<file path="config.mk">
export PLATFORM = sky130hd
export DESIGN_NAME = rx_uart
export DESIGN_NICKNAME = d
export VERILOG_FILES = /design/src/rtl/uart_pkg.sv /design/src/rtl/rx_sample_tick.sv /design/src/rtl/rx_uart.sv
export SDC_FILE = /design/constraint.sdc
export NUM_CORES = 1
export LEC_CHECK = 0
export BUFFER_PORTS_ARGS = -buffer_cell sky130_fd_sc_hd__buf_2
export CORE_MARGIN = 5
export CORE_UTILIZATION = 41
export CTS_CLUSTER_SIZE = 10
export DETAILED_ROUTE_END_ITERATION = 8
export GPL_TIMING_DRIVEN = 0
export SETUP_SLACK_MARGIN = 0.05
export SYNTH_ARGS = -nofsm -noshare
export SYNTH_HDL_FRONTEND = slang
export SYNTH_HIERARCHICAL = 1
export SYNTH_SLANG_ARGS = --single-unit
</file>
<file path="constraint.sdc">
create_clock -name clk -period 2.9 [get_ports clk]
set_input_delay 0.58 -clock clk [delete_from_list [all_inputs] [get_ports clk]]
set_output_delay 0.58 -clock clk [all_outputs]
set_load 0.01 [all_outputs]
</file>
<file path="src/rtl/uart_pkg.sv">
// Shared UART definitions: receiver FSM states, oversampling constants and
// the baud divisor helper used by both the receive and transmit paths.
package uart_pkg;

    typedef enum logic [2:0] {
        IDLE,
        START,
        DATA,
        PARITY,
        STOP
    } rx_state_t;

    localparam int OVERSAMPLE = 16;
    localparam int MID_SAMPLE = 7;

    function automatic int baud_div(input int clk_hz, input int baud);
        return clk_hz / (baud * OVERSAMPLE);
    endfunction

endpackage

</file>
<file path="src/rtl/rx_sample_tick.sv">
// Oversample tick generator: one-cycle tick every DIV clocks, restartable
// by a synchronous clear so ticks line up with the start edge.
module rx_sample_tick #(
    parameter int DIV = 312
) (
    input  logic clk,
    input  logic reset,
    input  logic clear,
    output logic tick
);

    localparam int CW = $clog2(DIV + 1);

    logic [CW-1:0] cnt;

    assign tick = (cnt == CW'(DIV - 1));

    always_ff @(posedge clk) begin
        if (reset || clear) begin
            cnt <= '0;
        end else if (tick) begin
            cnt <= '0;
        end else begin
            cnt <= cnt + CW'(1);
        end
    end

endmodule

</file>
<file path="src/rtl/rx_uart.sv">
// UART receiver, 16x oversampled, with valid/ready output and error flags.
// Define RX_PARITY_EN to receive and check a parity bit after the data.
module rx_uart
    import uart_pkg::*;
#(
    parameter int CLK_FREQ_HZ = 48000000,
    parameter int BAUD_RATE   = 9600,
    parameter int DATA_WIDTH  = 8,
    parameter int PARITY_TYPE = 0
) (
    input  logic                  clk,
    input  logic                  reset,
    input  logic                  serial_in,
    input  logic                  i_ready,
    output logic [DATA_WIDTH-1:0] o_data,
    output logic                  o_valid,
    output logic                  o_parity_err,
    output logic                  o_frame_err,
    output logic                  o_overrun,
    output logic                  o_busy
);

    localparam int DIV = baud_div(CLK_FREQ_HZ, BAUD_RATE);
    localparam int CW  = $clog2(DATA_WIDTH + 1);
    localparam logic [3:0] LAST_PHASE = 4'(OVERSAMPLE - 1);
    localparam logic [3:0] MID_PHASE  = 4'(MID_SAMPLE);
    localparam logic PAR_ODD = (PARITY_TYPE != 0);

    rx_state_t state;
    rx_state_t state_next;

    logic                  sync0;
    logic                  rx_s;
    logic                  armed;
    logic [3:0]            phase;
    logic [CW-1:0]         bit_cnt;
    logic [DATA_WIDTH-1:0] shift_reg;
    logic                  par_bit;

    logic tick;
    logic clr_div;
    logic phase_clr;
    logic shift_en;
    logic par_en;
    logic commit;
    logic last_bit;
    logic bit_end;
    logic parity_bad;

    rx_sample_tick #(
        .DIV(DIV)
    ) u_tick (
        .clk  (clk),
        .reset(reset),
        .clear(clr_div),
        .tick (tick)
    );

    assign last_bit = (bit_cnt == CW'(DATA_WIDTH - 1));
    assign bit_end  = tick && (phase == LAST_PHASE);
    assign o_busy   = (state != IDLE);

`ifdef RX_PARITY_EN
    assign parity_bad = ((^shift_reg) ^ par_bit) != PAR_ODD;
`else
    // Parity compiled out: the flag can never be raised, whatever the type.
    assign parity_bad = 1'b0 & PAR_ODD;
`endif

    always_comb begin
        state_next = state;
        clr_div    = 1'b0;
        phase_clr  = 1'b0;
        shift_en   = 1'b0;
        par_en     = 1'b0;
        commit     = 1'b0;
        unique case (state)
            IDLE: begin
                if (!rx_s && armed) begin
                    clr_div    = 1'b1;
                    phase_clr  = 1'b1;
                    state_next = START;
                end
            end
            START: begin
                if (tick && phase == MID_PHASE) begin
                    if (rx_s) begin
                        state_next = IDLE;
                    end else begin
                        phase_clr  = 1'b1;
                        state_next = DATA;
                    end
                end
            end
            DATA: begin
                if (bit_end) begin
                    shift_en = 1'b1;
                    if (last_bit) begin
`ifdef RX_PARITY_EN
                        state_next = PARITY;
`else
                        state_next = STOP;
`endif
                    end
                end
            end
`ifdef RX_PARITY_EN
            PARITY: begin
                if (bit_end) begin
                    par_en     = 1'b1;
                    state_next = STOP;
                end
            end
`endif
            STOP: begin
                // Leave mid stop bit so a back-to-back start edge is caught.
                if (bit_end) begin
                    commit     = 1'b1;
                    state_next = IDLE;
                end
            end
            default: begin
                state_next = IDLE;
            end
        endcase
    end

    always_ff @(posedge clk) begin
        if (reset) begin
            state        <= IDLE;
            sync0        <= 1'b1;
            rx_s         <= 1'b1;
            armed        <= 1'b0;
            phase        <= '0;
            bit_cnt      <= '0;
            shift_reg    <= '0;
            par_bit      <= 1'b0;
            o_data       <= '0;
            o_valid      <= 1'b0;
            o_parity_err <= 1'b0;
            o_frame_err  <= 1'b0;
            o_overrun    <= 1'b0;
        end else begin
            sync0 <= serial_in;
            rx_s  <= sync0;
            state <= state_next;

            // A start is only honoured after the line has been seen high.
            if (commit) begin
                armed <= rx_s;
            end else if (rx_s) begin
                armed <= 1'b1;
            end

            if (phase_clr) begin
                phase <= '0;
            end else if (tick) begin
                phase <= phase + 4'd1;
            end

            if (phase_clr) begin
                bit_cnt <= '0;
            end else if (shift_en) begin
                bit_cnt <= bit_cnt + CW'(1);
            end

            if (shift_en) begin
                shift_reg <= {rx_s, shift_reg[DATA_WIDTH-1:1]};
            end

            if (par_en) begin
                par_bit <= rx_s;
            end

            o_overrun <= 1'b0;
            if (o_valid && i_ready) begin
                o_valid <= 1'b0;
            end

            if (commit) begin
                if (!o_valid || i_ready) begin
                    o_data       <= shift_reg;
                    o_parity_err <= parity_bad;
                    o_frame_err  <= !rx_s;
                    o_valid      <= 1'b1;
                end else begin
                    o_overrun <= 1'b1;
                end
            end
        end
    end

endmodule

</file>
Word-level counts from Yosys, hierarchy flattened
Cells that the tools add are included.
- bits of input ports: 4
- output and inout port bits: 13
- logic and storage cells: 65
- register bits: 42
- bitwise logic cells: 1
- $add $sub $neg: 3
- muxes and demuxes: 21
- equality and inequality tests: 12
- reduce and logical (&&, ||, !) cells: 16
- operators by type and width (cell ; count):
    3-bit 2-to-1 mux ; 5
    1-bit 2-to-1 mux ; 13
    3-bit case mux with 4 select lines ; 1
    2-bit inequality test, second input constant ; 5
    9-bit by 1-bit adder with 9-bit output, second input constant ; 1
    9-bit == test, second input constant ; 1
    4-bit by 1-bit adder with 4-bit output, second input constant ; 2
    4-bit by 3-bit == test with 1-bit output, second input constant ; 2
    2-bit OR reduction ; 3
    5-bit AND reduction ; 1
    4-bit == test, second input constant ; 1
    1-bit logical AND ; 4
    3-bit by 1-bit == test with 1-bit output, second input constant ; 1
    3-bit by 2-bit == test with 1-bit output, second input constant ; 1
    3-bit == test, second input constant ; 1
    3-bit logical NOT ; 1
    3-bit nonzero test ; 1
    1-bit logical NOT ; 2
    1-bit logical OR ; 2
    2-bit 2-to-1 mux ; 1
    1-bit case mux with 2 select lines ; 1
    2-bit AND reduction ; 1
    2-bit nonzero test ; 1
    1-bit NOT ; 1

Logic depth before layout (Yosys ltp)
Gate-level depths: netlist (run 1).
- word-level depth: 6
- mapped depth: 9
- depth with buffers taken out: 6

Modules after synthesis
Netlist (run 1), hierarchy kept.
- by module, submodules not included (module ; times used ; sequential area each (µm²) ; cells each ; area each (µm²)):
    rx_uart ; 1 ; 660.6 ; 160 ; 1477.7
    rx_sample_tick ; 1 ; 180.2 ; 49 ; 449.2

Worst setup path before layout (run 1)
Ideal clock, no wire load.
- path kind: register to register
- from: reg u_tick.cnt[0]
- to: reg bit_cnt[3]
- path slack: 753 ps
- path buffers: 1
- period minus slack after synthesis: 2147 ps
- required time: 2814 ps
- arrival: 2061 ps
- setup time: 86 ps
- stages on the path, launching flop included: 8
- cell sequence: dfxtp_1 ha_1 nand3_2 nor3_1 buf_2 nand4_1 or4_4 a221oi_2
- word-level cells in the longest chain between the ends: 5
- elaborated cells on any way between the ends: 8
- classes of those cells: eq/ne: 1; mux: 4; reduce/logical: 3
- ends and longest elaborated chain (element ; RTL line ; RTL):
    start: declaration ; rx_sample_tick.sv:14 ; logic [CW-1:0] cnt;
    start signal: assignment ; rx_sample_tick.sv:24 ; cnt <= cnt + CW'(1);
    9-bit == test * ; rx_sample_tick.sv:16 ; assign tick = (cnt == CW'(DIV - 1));
    via tick ; rx_uart.sv:40 ; logic tick;
    1-bit logical AND ; rx_uart.sv:86 ; if (tick && phase == MID_PHASE) begin
    1-bit 2-to-1 mux ; rx_uart.sv:86 ;
    1-bit case mux with 2 select lines ; rx_uart.sv:77 ; unique case (state)
    2-bit OR reduction (no source line) ; -- ;
    end signal: assignment ; rx_uart.sv:164 ; bit_cnt <= bit_cnt + CW'(1);
    end: declaration ; rx_uart.sv:36 ; logic [CW-1:0] bit_cnt;
The timed path passes the listed nets; every way through them passes the cells marked *.
A chain may end at the register's enable or synchronous reset.

Worst setup path after layout (run 1)
Same ends and word-level chain as after synthesis.

==> out/qor.txt, run 1 <==
result of the run = completed
total of buffers placed on input and output ports = 15
overall overflow remaining after global route = 0
number of instances in the synthesized netlist = 209
LEAKAGE = 0.000727 uW
number of instances in the placed design = 278
relative max-transition margin = 0.309
clock insertion delay at the later pin of the skew report = 0.29 ns
H-Tree Depth = 2
Worst Path Max Fanout = 10
CTS Buf Count = 5
antenna violations before repair = 0
critical path required time = 3.11 ns
main combinational cell family by area after synthesis = simple AND/OR/NAND/NOR gates
met1 Resource Use GR = 0.175
CTS tree = done
Sw Ratio = 0.225
total via count after detailed routing = 1612
number of cell instances on the worst register-to-register path = 7
HPWL after detailed placement = 2880 um
EDFF count, synth = 0
setup repair after global routing missed its margin = false
hold buffers post-CTS = 0
highest achievable clock rate = 0.404 GHz
antenna-violating nets left = 0
total routed wirelength = 3970 um
type of the worst setup path = flop to flop
number of flip-flops in the largest register = 9
total net switching power = 220 uW
initial standard-cell utilization of the core = 0.416
crit path capture = bit_cnt[3]
fraction of layout instances using a drive strength above 1 = 0.199
number of setup violations in the final report = 0
Total Routing Usage GR = 0.143
type of the most critical hold path = flop to flop
number of synthesized register bits = 42
horizontal die dimension = 78.6 um
Synth Area in Adders = 0.0195
share of synthesized registers carrying an async set or reset = 0
proportion of synthesized chip area in sequential cells = 0.436
Via density = 5.66
final worst clock skew = 0.00777 ns
Cell variety after synth = 51
pin count of the biggest net entering global routing = 13
net count of the mapped netlist = 216
max-cap violations = 0
average routed wire per standard cell = 13.9 um
Nets = 238
crit path time final = 2.48 ns
met3 track demand over resource in global routing = 0.0275
DRC marker count from the first detailed-route iteration = 94
remaining design rule violation count = 0
Synth Area in Simple Gates = 0.226
reg-to-reg endpoint = bit_cnt[3]
element type at the critical path end = flop
most utilized layer in the global route result = met2
deepest clock path buffer count = 2
clk slew on worst S/H paths = 0.08 ns
relative contribution of combinational cells to total power = 0.040
Die Height = 78.6 um
iteration count of the initial detailed-routing pass = 4
kind of launch point of the worst setup path = flop
final hold violation count = 0
wire length of the first global-routing pass = 7050 um
standard-cell row count = 25
power density of the placed cells = 456 mW/mm2
number of buffers added for setup after CTS = 0
Yosys warning count = 6
Total Die Area = 0.00617 mm2
internal power of the cells = 760 uW
Netlist Area Pre-Place = 0.00193 mm2
worst vdd ir = 301 uV
Synth Area in Compound Gates = 0.224
diode count = 0
via count of the first global-routing pass = 1520
met2 Use GR = 0.244
share of the clock period used by the worst path after layout = 0.854
Synth Area in XOR/XNOR = 0.0227
launch point of the worst reg-to-reg path = u_tick/cnt[0]
Worst Tran Pin Value = 1.03 ns
setup slack on the worst flop-to-flop path = 0.42 ns
routability congestion estimate from global placement = 0.736
sequential group share of total power = 0.602
area growth from synthesis to layout = 11.5%
Critical Path AT = 2.69 ns
fill cell total of the finished layout = 480
post-synthesis average cell area = 9.22 um2
clock root buffer master = sky130_fd_sc_hd__clkbuf_8
most used flip-flop cell after synthesis = sky130_fd_sc_hd__dfxtp_1
cts repair resizes = 0
clock network fraction of design power = 0.358
number of slew-limit violations in the final report = 0
crit path launch = u_tick/cnt[0]
Setup Total Neg Slack = 0 ns
CTS Sinks = 42
share of cell area taken by muxes after synthesis = 0.0110
number of standard cells in the layout, taps in and fillers out = 285
Core Footprint = 0.00463 mm2
top-level port count = 17
-- Yosys cell counts, types with 2 or more instances --
library cell                n  area share
sky130_fd_sc_hd__buf_2      3      0.0078
sky130_fd_sc_hd__a221oi_1   3       0.014
sky130_fd_sc_hd__or4_1      2      0.0078
sky130_fd_sc_hd__clkbuf_1   9       0.018
sky130_fd_sc_hd__nor3b_2    2       0.013
sky130_fd_sc_hd__o21ai_0   14       0.036
sky130_fd_sc_hd__nor2_1     7       0.014
sky130_fd_sc_hd__o31ai_1   12       0.047
sky130_fd_sc_hd__nand4_1   13       0.042
sky130_fd_sc_hd__nand2b_1   2      0.0065
sky130_fd_sc_hd__a31oi_1    2      0.0065
sky130_fd_sc_hd__ha_1       3       0.019
sky130_fd_sc_hd__xnor2_1    2      0.0091
sky130_fd_sc_hd__nand2_1    5      0.0097
sky130_fd_sc_hd__xor2_1     3       0.014
sky130_fd_sc_hd__a21oi_1   21       0.055
sky130_fd_sc_hd__or3_2      2      0.0078
sky130_fd_sc_hd__nor3_1     3      0.0078
sky130_fd_sc_hd__buf_4      2      0.0078
sky130_fd_sc_hd__a211oi_1   5       0.019
sky130_fd_sc_hd__dfxtp_1   42        0.44
sky130_fd_sc_hd__buf_6      2       0.012
sky130_fd_sc_hd__nand3_1   12       0.031
sky130_fd_sc_hd__or3_1      3      0.0097
sky130_fd_sc_hd__inv_1      6       0.012
sky130_fd_sc_hd__or2_2      3      0.0097
sky130_fd_sc_hd__nand3b_1   2      0.0078
-- cells in the final DEF, fill, tap and decap left out, drive strengths merged, types with 2 or more instances in the layout --
| master | instances |
|---|---|
| o31ai | 13 |
| a221oi | 4 |
| clkbuf | 14 |
| ha | 3 |
| nor2 | 7 |
| nand2b | 2 |
| a31oi | 2 |
| nand2 | 5 |
| or3 | 5 |
| nor3 | 3 |
| nor3b | 2 |
| or4 | 3 |
| or3b | 2 |
| inv | 6 |
| xor2 | 3 |
| nand3 | 13 |
| or2 | 3 |
| xnor2 | 2 |
| a21oi | 22 |
| dfxtp | 42 |
| o21ai | 14 |
| nand3b | 2 |
| nand4 | 13 |
| a211oi | 5 |
| o311ai | 2 |
| buf | 23 |
| clkinv | 2 |
-- per-layer routing --
metal | vias up | wire [um]
met4 | 0 | 58
met3 | 7 | 113
met5 | - | 0
met1 | 762 | 1870
li1 | 826 | -
met2 | 17 | 1920
-- metrics by stage --
stage	cell area, um2	hold WS (ns)	utilization	setup slack [ns]	power, uW
after floorplan	1930	0.389	-	0.753	631
after global placement	2070	0.391	0.447	0.453	643
after detailed placement	2070	0.399	0.447	0.381	643
after CTS	2150	0.416	0.464	0.390	993
after global routing	2150	0.433	0.464	0.154	1020
final	2150	0.414	0.464	0.422	980
-- cells by family after synthesis --
| kind of cell | after synthesis |
|---|---|
| compound gates | 65 |
| xor+xnor | 5 |
| fa+ha+maj | 3 |
| buf+inv | 23 |
| flops | 42 |
| mux | 2 |
| other cells | 1 |
| simple gates | 68 |
-- how the worst min path moves through the flow --
stage | from | endpoint | slack (ns) | cells after the start
2_1_floorplan | sync0 | rx_s | 0.39 | 1
3_3_place_gp | sync0 | rx_s | 0.39 | 1
3_5_place_dp | sync0 | rx_s | 0.40 | 1
4_1_cts | sync0 | rx_s | 0.42 | 1
5_1_grt | sync0 | rx_s | 0.43 | 1
6_report | sync0 | rx_s | 0.41 | 1
-- power by group through the flow --
| stage | Sequential (uW) | Clock (uW) | Combinational [uW] |
|---|---|---|---|
| CTS | 589 | 364 | 40.0 |
| detailed placement | 603 | 0 | 40.0 |
| floorplan | 602 | 0 | 29.1 |
| global placement | 603 | 0 | 40.0 |
| global route | 591 | 389 | 45.0 |
| finish | 589 | 351 | 39.4 |
-- critical path: stages, from the launching register on --
cell and delay [ns]:
sky130_fd_sc_hd__dfxtp_1 0.37, sky130_fd_sc_hd__ha_1 0.24, sky130_fd_sc_hd__nand3_2 0.16, sky130_fd_sc_hd__nor3_1 0.22
sky130_fd_sc_hd__buf_2 0.22, sky130_fd_sc_hd__nand4_1 0.34, sky130_fd_sc_hd__or4_4 0.62, sky130_fd_sc_hd__a221oi_2 0.23
-- cell type report --
| class | instances | area, um2 | area share |
|---|---|---|---|
| multi-input cells | 144 | 973 | 0.453 |
| flip-flops and latches | 42 | 841 | 0.391 |
| plain buffers | 17 | 90.1 | 0.0419 |
| repair buffers | 15 | 75.1 | 0.0349 |
| clock buffers | 5 | 68.8 | 0.0320 |
| well taps | 54 | 67.6 | 0.0315 |
| inverters | 6 | 22.5 | 0.0105 |
| clock inverters | 2 | 10.0 | 0.00466 |
No activity file was read; power rests on OpenSTA's default activity.
==> run 2: changes to the inputs <==
CORE_ASPECT_RATIO = 1.4   (was unset)
CORE_UTILIZATION = 53   (was 41)
PLACE_DENSITY = 0.72   (was unset)
==> out/qor.txt, run 2 (synthesized netlist as in run 1, its figures left out) <==
final core area utilization = 0.605 (+0.140)
Die Height = 81.3 um (+3.6%)
wire length of the first global-routing pass = 6840 um (-3.0%)
clock root buffer master = sky130_fd_sc_hd__clkbuf_8
final hold violation count = 0 (unchanged)
relative contribution of combinational cells to total power = 0.036 (-0.004)
total via count after detailed routing = 1648 (+2.2%)
CTS Buf Count = 5 (unchanged)
final worst clock skew = 0.00834 ns (+0.000578 ns)
horizontal die dimension = 61.0 um (-22%)
clock insertion delay at the later pin of the skew report = 0.30 ns (about the same)
diode count = 0 (unchanged)
total net switching power = 237 uW (+7.5%)
launch point of the worst hold path = sync0
commonest non-fill, non-tap cell in the layout = sky130_fd_sc_hd__dfxtp_1
fill cell total of the finished layout = 337 (-30%)
max-cap violations = 0 (unchanged)
critical path required time = 3.11 ns (about the same)
total of buffers placed on input and output ports = 15 (unchanged)
deepest clock path buffer count = 2 (unchanged)
element type at the critical path end = flop
share of the clock period used by the worst path after layout = 0.846 (-0.00865)
result of the run = completed
type of the worst setup path = flop to flop
antenna violations before repair = 0 (unchanged)
CTS tree = done
average routed wire per standard cell = 14.5 um (+3.9%)
number of flip-flops in the largest register = 9 (unchanged)
Worst path slowest cell = sky130_fd_sc_hd__or4_4
area growth from synthesis to layout = 12.3%
highest achievable clock rate = 0.408 GHz (+1.0%)
pin count of the biggest net entering global routing = 14 (+1)
Worst Path Max Fanout = 10 (unchanged)
Core Footprint = 0.00358 mm2 (-23%)
Setup Total Neg Slack = 0 ns (unchanged)
crit path time final = 2.45 ns (-0.0251 ns)
standard-cell row count = 26 (+4.0%)
setup repair after global routing missed its margin = false
clock network fraction of design power = 0.422 (+0.064)
overall overflow remaining after global route = 0 (unchanged)
hold buffers post-CTS = 0 (unchanged)
cell-by-cell trace of the critical path = ha_1 > nand3_2 > nor3_1 > buf_2 > nand4_1 > or4_4 > a221oi_2
routability congestion estimate from global placement = 0.811 (+10%)
Critical Path AT = 2.67 ns (-0.02 ns)
Nets = 238 (unchanged)
CTS Sinks = 42 (unchanged)
Via density = 6.01 (+6.3%)
top-level port count = 17 (unchanged)
power density of the placed cells = 503 mW/mm2 (+10%)
fraction of layout instances using a drive strength above 1 = 0.203 (+0.00345)
Storage cell area = 841 um2 (unchanged)
relative max-transition margin = 0.281 (-0.0284)
crit path launch = u_tick/cnt[0]
iteration count of the initial detailed-routing pass = 4 (unchanged)
cell family with most CP delay = simple AND/OR/NAND/NOR gates
antenna-violating nets left = 0 (unchanged)
number of slew-limit violations in the final report = 0 (unchanged)
sequential group share of total power = 0.542 (-0.060)
clk slew on worst S/H paths = 0.08 ns (about the same)
worst vdd ir = 646 uV (+110%)
Total Routing Usage GR = 0.180 (+0.0368)
type of the most critical hold path = flop to flop
number of buffers added for setup after CTS = 0 (unchanged)
most used cells in the layout excluding fill and tap cells = sky130_fd_sc_hd__dfxtp_1 (42), sky130_fd_sc_hd__a21oi_1 (21), sky130_fd_sc_hd__buf_2 (18), sky130_fd_sc_hd__o21ai_0 (14), sky130_fd_sc_hd__nand4_1 (13)
LEAKAGE = 0.000742 uW (+1.9%)
Worst Tran Pin Value = 1.07 ns (+0.0423 ns)
DRC marker count from the first detailed-route iteration = 77 (-18%)
highest cell delay on the worst timing path = 0.61 ns (about the same)
buffers plus inverters on the worst setup path = 1 (unchanged)
cts repair resizes = 0 (unchanged)
via count of the first global-routing pass = 1619 (+6.5%)
total area of multi-input combinational cells = 973 um2 (unchanged)
number of setup violations in the final report = 0 (unchanged)
HPWL after detailed placement = 2860 um (-0.78%)
launch point of the worst reg-to-reg path = u_tick/cnt[0]
kind of launch point of the worst setup path = flop
internal power of the cells = 852 uW (+12%)
H-Tree Depth = 2 (unchanged)
Sw Ratio = 0.217 (-0.00719)
total routed wirelength = 3970 um (about the same)
initial standard-cell utilization of the core = 0.538 (+0.122)
Total Die Area = 0.00496 mm2 (-20%)
remaining design rule violation count = 0 (unchanged)
run 2: power by group through the flow:
stage | Sequential [uW] | Clock [uW] | Combinational [uW]
after global routing | 590 | 487 | 44.4
after CTS | 589 | 463 | 39.8
final | 590 | 459 | 39.5
after detailed placement | 603 | 0 | 39.5
after floorplan | 602 | 0 | 29.1
after global placement | 603 | 0 | 38.9
run 2: path summary, 6_finish.rpt:
kind	end	slack, ns	depth (start not counted)
hold / removal	rx_s	0.41	1
setup / recovery	bit_cnt[3]	0.45	7
hold reg to reg	rx_s	0.41	1
setup reg to reg	bit_cnt[3]	0.45	7
run 2: layout make-up:
cell class | count | area share
tap | 42 | 0.0243
clock buffer | 5 | 0.0318
sequential | 42 | 0.389
timing repair buffer | 15 | 0.0347
buffer | 17 | 0.0416
multi-input combinational | 144 | 0.450
clock inverter | 3 | 0.0185
inverter | 6 | 0.0104
run 2: metrics by stage:
step	worst slack, ns	total power, uW	hold WS [ns]	instances	area, um2
after global routing	0.198	1120	0.422	274	2160
after global placement	0.473	642	0.401	266	2050
after floorplan	0.753	631	0.389	209	1930
after CTS	0.445	1090	0.414	274	2160
after detailed placement	0.453	643	0.396	266	2050
final	0.447	1090	0.412	274	2160
run 2: routing by layer:
metal,vias to the layer above,GRT usage,wire [um]
li1,830,-,-
met1,783,0.185,1630
met2,28,0.322,2110
met3,7,0.0604,171
met4,0,0.0759,52
met5,-,0,0
